File: src/rtl/axis_mem_writer_pkg.sv
`default_nettype none
// ============================================================================
// Module  : axis_mem_pkg
// Brief   : Shared types and AXI constants for the stream-to-DDR line writer.
// Revision: 1.0
// ============================================================================
package axis_mem_pkg;

  typedef enum logic [1:0] {
    FILL  = 2'd0,
    ISSUE = 2'd1,
    RESP  = 2'd2
  } wr_state_e;

  localparam logic [2:0] AXI_SIZE_64B         = 3'b110;
  localparam logic [1:0] AXI_BURST_INCR       = 2'b01;
  localparam logic [1:0] AXI_RESP_OKAY        = 2'b00;
  localparam logic [3:0] AXI_CACHE_MODIFIABLE = 4'b0011;

  localparam int LANES = 8;

endpackage
`default_nettype wire

File: src/rtl/axis_mem_writer_if.sv
`default_nettype none
// ============================================================================
// Module  : axis_stream_if / axi_mem_wr_if
// Brief   : AXI-Stream input and AXI4 write-channel bundles with modports.
// Revision: 1.0
// ============================================================================
interface axis_stream_if #(
  parameter int DATA_W = 64
) ();
  logic [DATA_W-1:0]   tdata;
  logic [DATA_W/8-1:0] tkeep;
  logic                tlast;
  logic                tvalid;
  logic                tready;

  modport master (output tdata, tkeep, tlast, tvalid, input tready);
  modport slave  (input tdata, tkeep, tlast, tvalid, output tready);
endinterface

interface axi_mem_wr_if #(
  parameter int ADDR_W = 15,
  parameter int DATA_W = 512
) ();
  logic [ADDR_W-1:0]   awaddr;
  logic [7:0]          awlen;
  logic [2:0]          awsize;
  logic [1:0]          awburst;
  logic [3:0]          awcache;
  logic [2:0]          awprot;
  logic                awlock;
  logic                awvalid;
  logic                awready;
  logic [DATA_W-1:0]   wdata;
  logic [DATA_W/8-1:0] wstrb;
  logic                wlast;
  logic                wvalid;
  logic                wready;
  logic [1:0]          bresp;
  logic                bvalid;
  logic                bready;

  modport master (
    output awaddr, awlen, awsize, awburst, awcache, awprot, awlock, awvalid,
    input  awready,
    output wdata, wstrb, wlast, wvalid,
    input  wready,
    input  bresp, bvalid,
    output bready
  );
  modport slave (
    input  awaddr, awlen, awsize, awburst, awcache, awprot, awlock, awvalid,
    output awready,
    input  wdata, wstrb, wlast, wvalid,
    output wready,
    output bresp, bvalid,
    input  bready
  );
endinterface
`default_nettype wire

File: src/rtl/axis_mem_writer_packer.sv
`default_nettype none
// ============================================================================
// Module  : axis_line_packer
// Brief   : Packs stream beats into one wide line plus strobes; holds it until acked.
// Revision: 1.0
// ============================================================================
module axis_line_packer
  import axis_mem_pkg::*;
#(
  parameter int STREAM_WIDTH = 64,
  parameter int LINE_WIDTH   = 512
) (
  input  logic                    clk,
  input  logic                    rst_n,
  axis_stream_if.slave            s_axis,
  output logic                    line_valid_o,
  input  logic                    line_ack_i,
  output logic [LINE_WIDTH-1:0]   line_data_o,
  output logic [LINE_WIDTH/8-1:0] line_strb_o,
  output logic                    line_last_o
);

  localparam int KEEP_W = STREAM_WIDTH / 8;
  localparam int LANE_W = $clog2(LANES);

  logic [LANE_W-1:0]       lane_q;
  logic                    held_q;
  logic [LINE_WIDTH-1:0]   data_q;
  logic [LINE_WIDTH/8-1:0] strb_q;
  logic                    last_q;
  logic                    beat;

  // Ready is gated by reset so the upstream sees no acceptance while held in reset.
  assign s_axis.tready = rst_n & ~held_q;
  assign beat          = s_axis.tvalid & s_axis.tready;
  assign line_valid_o  = beat & (s_axis.tlast | (lane_q == LANE_W'(LANES - 1)));

  assign line_data_o = data_q;
  assign line_strb_o = strb_q;
  assign line_last_o = last_q;

  always_ff @(posedge clk or negedge rst_n) begin
    if (!rst_n) begin
      lane_q <= '0;
      held_q <= 1'b0;
      data_q <= '0;
      strb_q <= '0;
      last_q <= 1'b0;
    end else if (line_ack_i) begin
      lane_q <= '0;
      held_q <= 1'b0;
      data_q <= '0;
      strb_q <= '0;
      last_q <= 1'b0;
    end else if (beat) begin
      data_q[int'(lane_q)*STREAM_WIDTH +: STREAM_WIDTH] <= s_axis.tdata;
      strb_q[int'(lane_q)*KEEP_W +: KEEP_W]             <= s_axis.tkeep;
      if (line_valid_o) begin
        lane_q <= '0;
        held_q <= 1'b1;
        last_q <= s_axis.tlast;
      end else begin
        lane_q <= lane_q + 1'b1;
      end
    end
  end

endmodule
`default_nettype wire

File: src/rtl/axis_mem_writer.sv
`default_nettype none
// ============================================================================
// Module  : axis_mem_writer
// Brief   : Captures a 64-bit stream as 512-bit single-beat AXI4 writes into a circular DDR region.
// Revision: 1.0
// ============================================================================
module axis_mem_writer
  import axis_mem_pkg::*;
#(
  parameter int                    ADDR_WIDTH   = 15,
  parameter int                    LINE_WIDTH   = 512,
  parameter int                    STREAM_WIDTH = 64,
  parameter logic [ADDR_WIDTH-1:0] BASE_ADDR    = '0
) (
  input  logic                  CLK,
  input  logic                  ARESETN,
  axis_stream_if.slave          S_AXIS,
  axi_mem_wr_if.master          M_AXI_MEM,
  output logic [ADDR_WIDTH-1:0] wr_ptr,
  output logic [15:0]           pkt_count,
  output logic [15:0]           line_count,
  output logic                  wr_error
);

  wr_state_e               state_q;
  logic                    awvalid_q;
  logic                    wvalid_q;
  logic                    bready_q;
  logic [ADDR_WIDTH-1:0]   wr_ptr_q;
  logic [ADDR_WIDTH-1:0]   wr_ptr_d;
  logic [15:0]             pkt_count_q;
  logic [15:0]             line_count_q;
  logic                    wr_error_q;

  logic                    line_close;
  logic                    line_last;
  logic [LINE_WIDTH-1:0]   line_data;
  logic [LINE_WIDTH/8-1:0] line_strb;
  logic                    aw_hs;
  logic                    w_hs;
  logic                    b_hs;

  axis_line_packer #(
    .STREAM_WIDTH (STREAM_WIDTH),
    .LINE_WIDTH   (LINE_WIDTH)
  ) u_packer (
    .clk          (CLK),
    .rst_n        (ARESETN),
    .s_axis       (S_AXIS),
    .line_valid_o (line_close),
    .line_ack_i   (b_hs),
    .line_data_o  (line_data),
    .line_strb_o  (line_strb),
    .line_last_o  (line_last)
  );

  assign aw_hs = awvalid_q & M_AXI_MEM.awready;
  assign w_hs  = wvalid_q & M_AXI_MEM.wready;
  assign b_hs  = bready_q & M_AXI_MEM.bvalid;

  // Region is a power of two, so the natural adder overflow is the wrap.
  assign wr_ptr_d = wr_ptr_q + ADDR_WIDTH'(LINE_WIDTH / 8);

  always_ff @(posedge CLK or negedge ARESETN) begin
    if (!ARESETN) begin
      state_q      <= FILL;
      awvalid_q    <= 1'b0;
      wvalid_q     <= 1'b0;
      bready_q     <= 1'b0;
      wr_ptr_q     <= BASE_ADDR;
      pkt_count_q  <= '0;
      line_count_q <= '0;
      wr_error_q   <= 1'b0;
    end else begin
      case (state_q)
        FILL: begin
          if (line_close) begin
            awvalid_q <= 1'b1;
            wvalid_q  <= 1'b1;
            state_q   <= ISSUE;
          end
        end
        ISSUE: begin
          if (aw_hs) awvalid_q <= 1'b0;
          if (w_hs)  wvalid_q  <= 1'b0;
          if ((aw_hs | ~awvalid_q) & (w_hs | ~wvalid_q)) begin
            bready_q <= 1'b1;
            state_q  <= RESP;
          end
        end
        RESP: begin
          if (b_hs) begin
            bready_q     <= 1'b0;
            wr_ptr_q     <= wr_ptr_d;
            line_count_q <= line_count_q + 16'd1;
            if (line_last) pkt_count_q <= pkt_count_q + 16'd1;
            if (M_AXI_MEM.bresp != AXI_RESP_OKAY) wr_error_q <= 1'b1;
            state_q      <= FILL;
          end
        end
        default: state_q <= FILL;
      endcase
    end
  end

  assign M_AXI_MEM.awaddr  = wr_ptr_q;
  assign M_AXI_MEM.awlen   = 8'd0;
  assign M_AXI_MEM.awsize  = AXI_SIZE_64B;
  assign M_AXI_MEM.awburst = AXI_BURST_INCR;
  assign M_AXI_MEM.awcache = AXI_CACHE_MODIFIABLE;
  assign M_AXI_MEM.awprot  = 3'd0;
  assign M_AXI_MEM.awlock  = 1'b0;
  assign M_AXI_MEM.awvalid = awvalid_q;
  assign M_AXI_MEM.wdata   = line_data;
  assign M_AXI_MEM.wstrb   = line_strb;
  assign M_AXI_MEM.wlast   = 1'b1;
  assign M_AXI_MEM.wvalid  = wvalid_q;
  assign M_AXI_MEM.bready  = bready_q;

  assign wr_ptr     = wr_ptr_q;
  assign pkt_count  = pkt_count_q;
  assign line_count = line_count_q;
  assign wr_error   = wr_error_q;

endmodule
`default_nettype wire

File: src/flat_wrapper.sv
// flat-port wrapper written by rule: the top's interface ports become plain ports
module axis_mem_writer_flat import axis_mem_pkg::*;
#(
  parameter int                    ADDR_WIDTH   = 15,
  parameter int                    LINE_WIDTH   = 512,
  parameter int                    STREAM_WIDTH = 64,
  parameter logic [ADDR_WIDTH-1:0] BASE_ADDR    = '0
)
  (CLK, ARESETN, wr_ptr, pkt_count, line_count, wr_error, S_AXIS_tdata, S_AXIS_tkeep, S_AXIS_tlast, S_AXIS_tvalid, S_AXIS_tready, M_AXI_MEM_awaddr, M_AXI_MEM_awlen, M_AXI_MEM_awsize, M_AXI_MEM_awburst, M_AXI_MEM_awcache, M_AXI_MEM_awprot, M_AXI_MEM_awlock, M_AXI_MEM_awvalid, M_AXI_MEM_awready, M_AXI_MEM_wdata, M_AXI_MEM_wstrb, M_AXI_MEM_wlast, M_AXI_MEM_wvalid, M_AXI_MEM_wready, M_AXI_MEM_bresp, M_AXI_MEM_bvalid, M_AXI_MEM_bready);
  axis_stream_if #(.DATA_W(64)) S_AXIS_i ();
  axi_mem_wr_if #(.ADDR_W(15), .DATA_W(512)) M_AXI_MEM_i ();
  input  logic CLK;
  input  logic ARESETN;
  output logic [ADDR_WIDTH-1:0] wr_ptr;
  output logic [15:0] pkt_count;
  output logic [15:0] line_count;
  output logic wr_error;
  input wire logic [$bits(S_AXIS_i.tdata)-1:0] S_AXIS_tdata;
  input wire logic [$bits(S_AXIS_i.tkeep)-1:0] S_AXIS_tkeep;
  input wire logic [$bits(S_AXIS_i.tlast)-1:0] S_AXIS_tlast;
  input wire logic [$bits(S_AXIS_i.tvalid)-1:0] S_AXIS_tvalid;
  output wire logic [$bits(S_AXIS_i.tready)-1:0] S_AXIS_tready;
  output wire logic [$bits(M_AXI_MEM_i.awaddr)-1:0] M_AXI_MEM_awaddr;
  output wire logic [$bits(M_AXI_MEM_i.awlen)-1:0] M_AXI_MEM_awlen;
  output wire logic [$bits(M_AXI_MEM_i.awsize)-1:0] M_AXI_MEM_awsize;
  output wire logic [$bits(M_AXI_MEM_i.awburst)-1:0] M_AXI_MEM_awburst;
  output wire logic [$bits(M_AXI_MEM_i.awcache)-1:0] M_AXI_MEM_awcache;
  output wire logic [$bits(M_AXI_MEM_i.awprot)-1:0] M_AXI_MEM_awprot;
  output wire logic [$bits(M_AXI_MEM_i.awlock)-1:0] M_AXI_MEM_awlock;
  output wire logic [$bits(M_AXI_MEM_i.awvalid)-1:0] M_AXI_MEM_awvalid;
  input wire logic [$bits(M_AXI_MEM_i.awready)-1:0] M_AXI_MEM_awready;
  output wire logic [$bits(M_AXI_MEM_i.wdata)-1:0] M_AXI_MEM_wdata;
  output wire logic [$bits(M_AXI_MEM_i.wstrb)-1:0] M_AXI_MEM_wstrb;
  output wire logic [$bits(M_AXI_MEM_i.wlast)-1:0] M_AXI_MEM_wlast;
  output wire logic [$bits(M_AXI_MEM_i.wvalid)-1:0] M_AXI_MEM_wvalid;
  input wire logic [$bits(M_AXI_MEM_i.wready)-1:0] M_AXI_MEM_wready;
  input wire logic [$bits(M_AXI_MEM_i.bresp)-1:0] M_AXI_MEM_bresp;
  input wire logic [$bits(M_AXI_MEM_i.bvalid)-1:0] M_AXI_MEM_bvalid;
  output wire logic [$bits(M_AXI_MEM_i.bready)-1:0] M_AXI_MEM_bready;
  assign S_AXIS_i.tdata = S_AXIS_tdata;
  assign S_AXIS_i.tkeep = S_AXIS_tkeep;
  assign S_AXIS_i.tlast = S_AXIS_tlast;
  assign S_AXIS_i.tvalid = S_AXIS_tvalid;
  assign S_AXIS_tready = S_AXIS_i.tready;
  assign M_AXI_MEM_awaddr = M_AXI_MEM_i.awaddr;
  assign M_AXI_MEM_awlen = M_AXI_MEM_i.awlen;
  assign M_AXI_MEM_awsize = M_AXI_MEM_i.awsize;
  assign M_AXI_MEM_awburst = M_AXI_MEM_i.awburst;
  assign M_AXI_MEM_awcache = M_AXI_MEM_i.awcache;
  assign M_AXI_MEM_awprot = M_AXI_MEM_i.awprot;
  assign M_AXI_MEM_awlock = M_AXI_MEM_i.awlock;
  assign M_AXI_MEM_awvalid = M_AXI_MEM_i.awvalid;
  assign M_AXI_MEM_i.awready = M_AXI_MEM_awready;
  assign M_AXI_MEM_wdata = M_AXI_MEM_i.wdata;
  assign M_AXI_MEM_wstrb = M_AXI_MEM_i.wstrb;
  assign M_AXI_MEM_wlast = M_AXI_MEM_i.wlast;
  assign M_AXI_MEM_wvalid = M_AXI_MEM_i.wvalid;
  assign M_AXI_MEM_i.wready = M_AXI_MEM_wready;
  assign M_AXI_MEM_i.bresp = M_AXI_MEM_bresp;
  assign M_AXI_MEM_i.bvalid = M_AXI_MEM_bvalid;
  assign M_AXI_MEM_bready = M_AXI_MEM_i.bready;
  axis_mem_writer #(.ADDR_WIDTH(ADDR_WIDTH), .LINE_WIDTH(LINE_WIDTH), .STREAM_WIDTH(STREAM_WIDTH), .BASE_ADDR(BASE_ADDR)) u_core (.CLK(CLK), .ARESETN(ARESETN), .S_AXIS(S_AXIS_i), .M_AXI_MEM(M_AXI_MEM_i), .wr_ptr(wr_ptr), .pkt_count(pkt_count), .line_count(line_count), .wr_error(wr_error));
endmodule
File: config.mk
export PLATFORM = sky130hd
export DESIGN_NAME = axis_mem_writer_flat
export DESIGN_NICKNAME = d
export VERILOG_FILES = /design/src/rtl/axis_mem_writer_pkg.sv /design/src/rtl/axis_mem_writer_if.sv /design/src/rtl/axis_mem_writer_packer.sv /design/src/rtl/axis_mem_writer.sv /design/src/flat_wrapper.sv
export SDC_FILE = /design/constraint.sdc
export NUM_CORES = 1
export LEC_CHECK = 0
export CORE_AREA = 2 2 286 288
export CTS_CLUSTER_DIAMETER = 80
export CTS_CLUSTER_SIZE = 40
export DETAILED_ROUTE_END_ITERATION = 8
export DIE_AREA = 0 0 288 290
export GPL_TIMING_DRIVEN = 1
export PLACE_DENSITY_LB_ADDON = 0.05
export SYNTH_ARGS = -nofsm -noshare
export SYNTH_HDL_FRONTEND = slang
export SYNTH_SLANG_ARGS = --single-unit
File: constraint.sdc
create_clock -name CLK -period 2.8 [get_ports CLK]
set_input_delay 0.28 -clock CLK [delete_from_list [all_inputs] [get_ports CLK]]
set_output_delay 0.28 -clock CLK [all_outputs]
set_load 0.01 [all_outputs]
==> report_table.html <==
<table>
<tr><th>Metric</th><th>Value</th></tr>
<tr><th colspan="2">Global routing</th></tr>
<tr><td>First-pass GRT wire length</td><td>151 mm</td></tr>
<tr><td>Initial antenna violation count</td><td>2</td></tr>
<tr><td>Maximum number of pins on one net before global-route repair</td><td>approximately 170</td></tr>
<tr><td>Grt ovf</td><td>0</td></tr>
<tr><td>Via count of the first global-routing pass</td><td>~21000</td></tr>
<tr><td>Global routing usage summed across all routing layers</td><td>0.245</td></tr>
<tr><th colspan="2">Critical path</th></tr>
<tr><td>Launch point of the worst reg-to-reg path</td><td>u_core.u_packer.lane_q[1]</td></tr>
<tr><td>Crit. End Element</td><td>flop</td></tr>
<tr><td>Family with the most delay on the worst path</td><td>simple AND/OR/NAND/NOR gates</td></tr>
<tr><td>Reg-to-reg setup timing slack</td><td>170 ps</td></tr>
<tr><td>Largest stage delay on the critical path</td><td>about 870 ps</td></tr>
<tr><td>Critical path buffers and inverters</td><td>1</td></tr>
<tr><td>Top cell by count, worst path</td><td>sky130_fd_sc_hd__ha_1</td></tr>
<tr><td>Type of the worst setup path</td><td>flop to flop</td></tr>
<tr><td>Critical-path cell list</td><td>inv_1 &gt; ha_1 &gt; ha_1 &gt; nand4b_2 &gt; or2_4 &gt; nand2_1 &gt; a21oi_1</td></tr>
<tr><td>Critical-path maximum fanout</td><td>72</td></tr>
<tr><td>Data required time of the critical path</td><td>3320 ps</td></tr>
<tr><td>Setup crit start</td><td>u_core.u_packer.lane_q[1]</td></tr>
<tr><td>Critical Path Slowest Stage Cell</td><td>sky130_fd_sc_hd__or2_4</td></tr>
<tr><td>Startpoint kind of the worst setup timing path</td><td>flop</td></tr>
<tr><td>Worst EP arrival</td><td>3140 ps</td></tr>
<tr><th colspan="2">CTS</th></tr>
<tr><td>Htree depth</td><td>2</td></tr>
<tr><td>Root buf cell</td><td>sky130_fd_sc_hd__clkbuf_16</td></tr>
<tr><td>CTS tree</td><td>done</td></tr>
<tr><td>Clock-pin slew of the registers on the worst-case setup and hold paths</td><td>about 90 ps</td></tr>
<tr><td>Clk_lat worst skew</td><td>610 ps</td></tr>
<tr><td>Clock Sink Count</td><td>roughly 630</td></tr>
<tr><td>TritonCTS Buffers</td><td>39</td></tr>
<tr><td>Clk buf depth</td><td>3</td></tr>
<tr><th colspan="2">Floorplan</th></tr>
<tr><td>Die boundary width</td><td>288 um</td></tr>
<tr><td>Number of top-level design ports</td><td>around 750</td></tr>
<tr><td>Effective utilization at floorplan</td><td>0.316</td></tr>
<tr><td>Die span in y</td><td>roughly 290 um</td></tr>
<tr><td>Std-Cell Core Area</td><td>0.0802 mm2</td></tr>
<tr><td>Row cnt</td><td>104</td></tr>
<tr><td>Die Outline Area</td><td>0.0835 mm2</td></tr>
<tr><th colspan="2">Synthesis</th></tr>
<tr><td>Combined area of all synthesized cells</td><td>0.0254 mm2</td></tr>
<tr><td>Avg Inst Size Synth</td><td>9.74 um2</td></tr>
<tr><td>Number of unique standard cell types used by synthesis</td><td>49</td></tr>
<tr><td>Sequential fraction of the synthesis area</td><td>0.620</td></tr>
<tr><td>Total of warnings raised by yosys</td><td>0</td></tr>
<tr><td>Synthesis-stage register bit count</td><td>approximately 630</td></tr>
<tr><td>Share of synthesized flip-flops with an asynchronous set or reset</td><td>1.00</td></tr>
<tr><td>EDFF count, synth</td><td>0</td></tr>
<tr><td>Most frequently used flop master after synthesis</td><td>sky130_fd_sc_hd__dfrtp_1</td></tr>
<tr><td>Syn Inst Count</td><td>2604</td></tr>
<tr><th colspan="2">Finish</th></tr>
<tr><td>Layout cells sized above 1</td><td>0.0502</td></tr>
<tr><td>Final cell utilization of the core</td><td>0.433</td></tr>
<tr><td>P&amp;R area growth vs syn</td><td>36.8%</td></tr>
<tr><td>Most frequent cells in the layout</td><td>sky130_fd_sc_hd__nand2_1, sky130_fd_sc_hd__clkdlybuf4s50_1, sky130_fd_sc_hd__dfrtp_1</td></tr>
<tr><td>Number of nets in the final layout</td><td>3271</td></tr>
<tr><td>Layout fillers</td><td>7779</td></tr>
<tr><td>Commonest non-fill, non-tap cell in the layout</td><td>sky130_fd_sc_hd__nand2_1</td></tr>
<tr><th colspan="2">Status</th></tr>
<tr><td>Status</td><td>complete, no violations</td></tr>
<tr><th colspan="2">STA</th></tr>
<tr><td>Worst slew margin</td><td>0.200</td></tr>
<tr><td>Unrepaired setup endpoints after global routing</td><td>false</td></tr>
<tr><td>Share of the clock period used by the worst path after layout</td><td>0.938</td></tr>
<tr><td>Achievable clock frequency</td><td>381 MHz</td></tr>
<tr><td>Post-Route Setup TNS</td><td>0 ps</td></tr>
<tr><td>Final number of hold-violating endpoints</td><td>0</td></tr>
<tr><td>Worst Hold Margin</td><td>333 ps</td></tr>
<tr><td>Final max-slew violation count</td><td>0</td></tr>
<tr><td>Minimum clock period after layout</td><td>about 2600 ps</td></tr>
<tr><td>Setup violators final</td><td>0</td></tr>
<tr><td>Worst-Margin Slew</td><td>between 1000 and 1500 ps</td></tr>
<tr><td>Max Clock Skew</td><td>32.9 ps</td></tr>
<tr><th colspan="2">Power</th></tr>
<tr><td>Leakage</td><td>0.0144 uW</td></tr>
<tr><td>Total power draw</td><td>19400 uW</td></tr>
<tr><td>Ratio of total power to cell area</td><td>558 mW/mm2</td></tr>
<tr><td>Maximum resistive drop on vdd</td><td>0.427 mV</td></tr>
<tr><th colspan="2">Place</th></tr>
<tr><td>Post-DP HPWL</td><td>71.9 mm</td></tr>
<tr><td>Final RePlAce weighted congestion</td><td>0.821</td></tr>
<tr><td>Count of buffers inserted at the top-level ports</td><td>711</td></tr>
<tr><th colspan="2">Job</th></tr>
<tr><td>Total of max-cap violations</td><td>0</td></tr>
<tr><th colspan="2">Drt</th></tr>
<tr><td>Initial DRC Count</td><td>1597</td></tr>
<tr><td>Number of nets with antenna violations after routing</td><td>0</td></tr>
<tr><td>DRT Wirelength</td><td>around 100 mm</td></tr>
<tr><td>Initial DRT Pass Iterations</td><td>7</td></tr>
<tr><td>Remaining design rule violation count</td><td>0</td></tr>
<tr><td>Routed WL per cell</td><td>24.5 um</td></tr>
<tr><td>Drt via density</td><td>about 4.9</td></tr>
<tr><td>Via total after detailed routing</td><td>20970</td></tr>
<tr><th colspan="2">Hold path</th></tr>
<tr><td>Startpoint of the tightest hold check path</td><td>M_AXI_MEM_bresp[1]</td></tr>
<tr><td>Class of the tightest hold or removal check</td><td>input pin to flop</td></tr>
</table>
==> path summary, 6_finish.rpt <==
| path | end | depth (start not counted) |
|---|---|---|
| worst min register to register | u_core.pkt_count[15] | 1 |
| min in group asynchronous | u_core.u_packer.line_data_o[1] | 3 |
| worst min-delay path | u_core.wr_error | 3 |
| worst max register to register | u_core.u_packer.line_data_o[122] | 7 |
| worst max-delay path | u_core.u_packer.line_data_o[122] | 7 |
| max in group asynchronous | u_core.u_packer.line_data_o[100] | 4 |
==> per-stage QoR <==
stage | worst slack [ps] | std cells | instance area (um2)
after detailed placement | 242 | 4197 | 33300
after global routing | 26.7 | 4269 | 34700
after floorplan | 257 | 2636 | 25500
final | 173 | 4269 | 34700
after global placement | 271 | 4197 | 33300
after CTS | 213 | 4268 | 34700
==> metal layers <==
metal	vias up	part of all wire	GRT usage
met5	-	0	0
met2	679	0.49	0.408
met1	10603	0.41	0.314
li1	9577	-	-
met3	111	0.069	0.0579
met4	0	0.030	0.0743
==> where the power goes <==
part	total [uW]	switching, uW	internal (uW)	leakage (uW)
combinational	3200	2120	1080	0.00507
sequential	9630	259	9380	0.00870
clock	6530	3700	2840	0.000645
==> repair_timing <==
action | CTS | global route
buffers inserted | 0 | 0
hold buffers | 1 | 0
hold endpoints to repair | 75 | 0
gates resized for setup | 0 | 0
==> kinds of logic after synthesis <==
logic type,after synthesis,share of synthesized area
buffers and inverters,282,0.0594
DFF,628,0.620
and+or+nand+nor,1049,0.167
xor gates and xnor gates,38,0.0131
muxes,10,0.00405
other,2,0.000296
adders and majority gates,11,0.00543
AOI/OAI and AO/OA,584,0.131
==> worst register-to-register path: cells and delay by family (launching register included) <==
kind,cells,cell delay [ps]
AOI/OAI and AO/OA,1,180
adders and majority gates,2,510
buffers and inverters,1,60
DFF,1,420
and+or+nand+nor,3,1390
==> cell usage after synthesis (2+ instances only) <==
library cell                  n  area share
sky130_fd_sc_hd__a21oi_1    418       0.083
sky130_fd_sc_hd__a22o_1     100       0.035
sky130_fd_sc_hd__a31oi_1      3     0.00074
sky130_fd_sc_hd__and2_1       3     0.00074
sky130_fd_sc_hd__and3_1       7      0.0017
sky130_fd_sc_hd__and4_1       2     0.00069
sky130_fd_sc_hd__buf_1        5     0.00074
sky130_fd_sc_hd__buf_2       42      0.0083
sky130_fd_sc_hd__buf_4       89       0.026
sky130_fd_sc_hd__buf_6        8      0.0036
sky130_fd_sc_hd__clkbuf_1   130       0.019
sky130_fd_sc_hd__conb_1       2     0.00030
sky130_fd_sc_hd__dfrtp_1    628        0.62
sky130_fd_sc_hd__ha_1        11      0.0054
sky130_fd_sc_hd__inv_1        8      0.0012
sky130_fd_sc_hd__mux2_2       2     0.00089
sky130_fd_sc_hd__mux2i_1      8      0.0032
sky130_fd_sc_hd__nand2_1    922        0.14
sky130_fd_sc_hd__nand3_1     41      0.0081
sky130_fd_sc_hd__nand3b_1     6      0.0018
sky130_fd_sc_hd__nand4_1     13      0.0032
sky130_fd_sc_hd__nor2_1      27      0.0040
sky130_fd_sc_hd__nor2b_1      3     0.00074
sky130_fd_sc_hd__nor3_1       3     0.00059
sky130_fd_sc_hd__nor4_1       2     0.00049
sky130_fd_sc_hd__nor4_4       2      0.0017
sky130_fd_sc_hd__o21ai_0     34      0.0067
sky130_fd_sc_hd__o21ai_1     24      0.0047
sky130_fd_sc_hd__o2bb2ai_1    2     0.00069
sky130_fd_sc_hd__or2_2        3     0.00074
sky130_fd_sc_hd__or3_1        2     0.00049
sky130_fd_sc_hd__xnor2_1     26      0.0090
sky130_fd_sc_hd__xor2_1      12      0.0041
==> layout make-up <==
class,instances,area (um2),area share
Clock buffer,42,997,0.0288
Timing Repair Buffer,776,7930,0.229
Clock inverter,28,344,0.00992
Tap cell,1060,1330,0.0382
Multi-Input combinational cell,1726,8340,0.240
Inverter,8,30.0,0.000866
Antenna cell,1,2.50,0.0000722
Sequential cell,628,15700,0.453
==> state kept, by name, indices dropped and copies added (netlist names), 2 cells and up <==
signal / flops
u_core.M_AXI_MEM.awaddr: 9
u_core.line_count: 16
u_core.pkt_count: 16
u_core.state_q: 2
u_core.u_packer.lane_q: 3
u_core.u_packer.line_data_o: 512
u_core.u_packer.line_strb_o: 64
No activity file was read; power rests on OpenSTA's default activity.
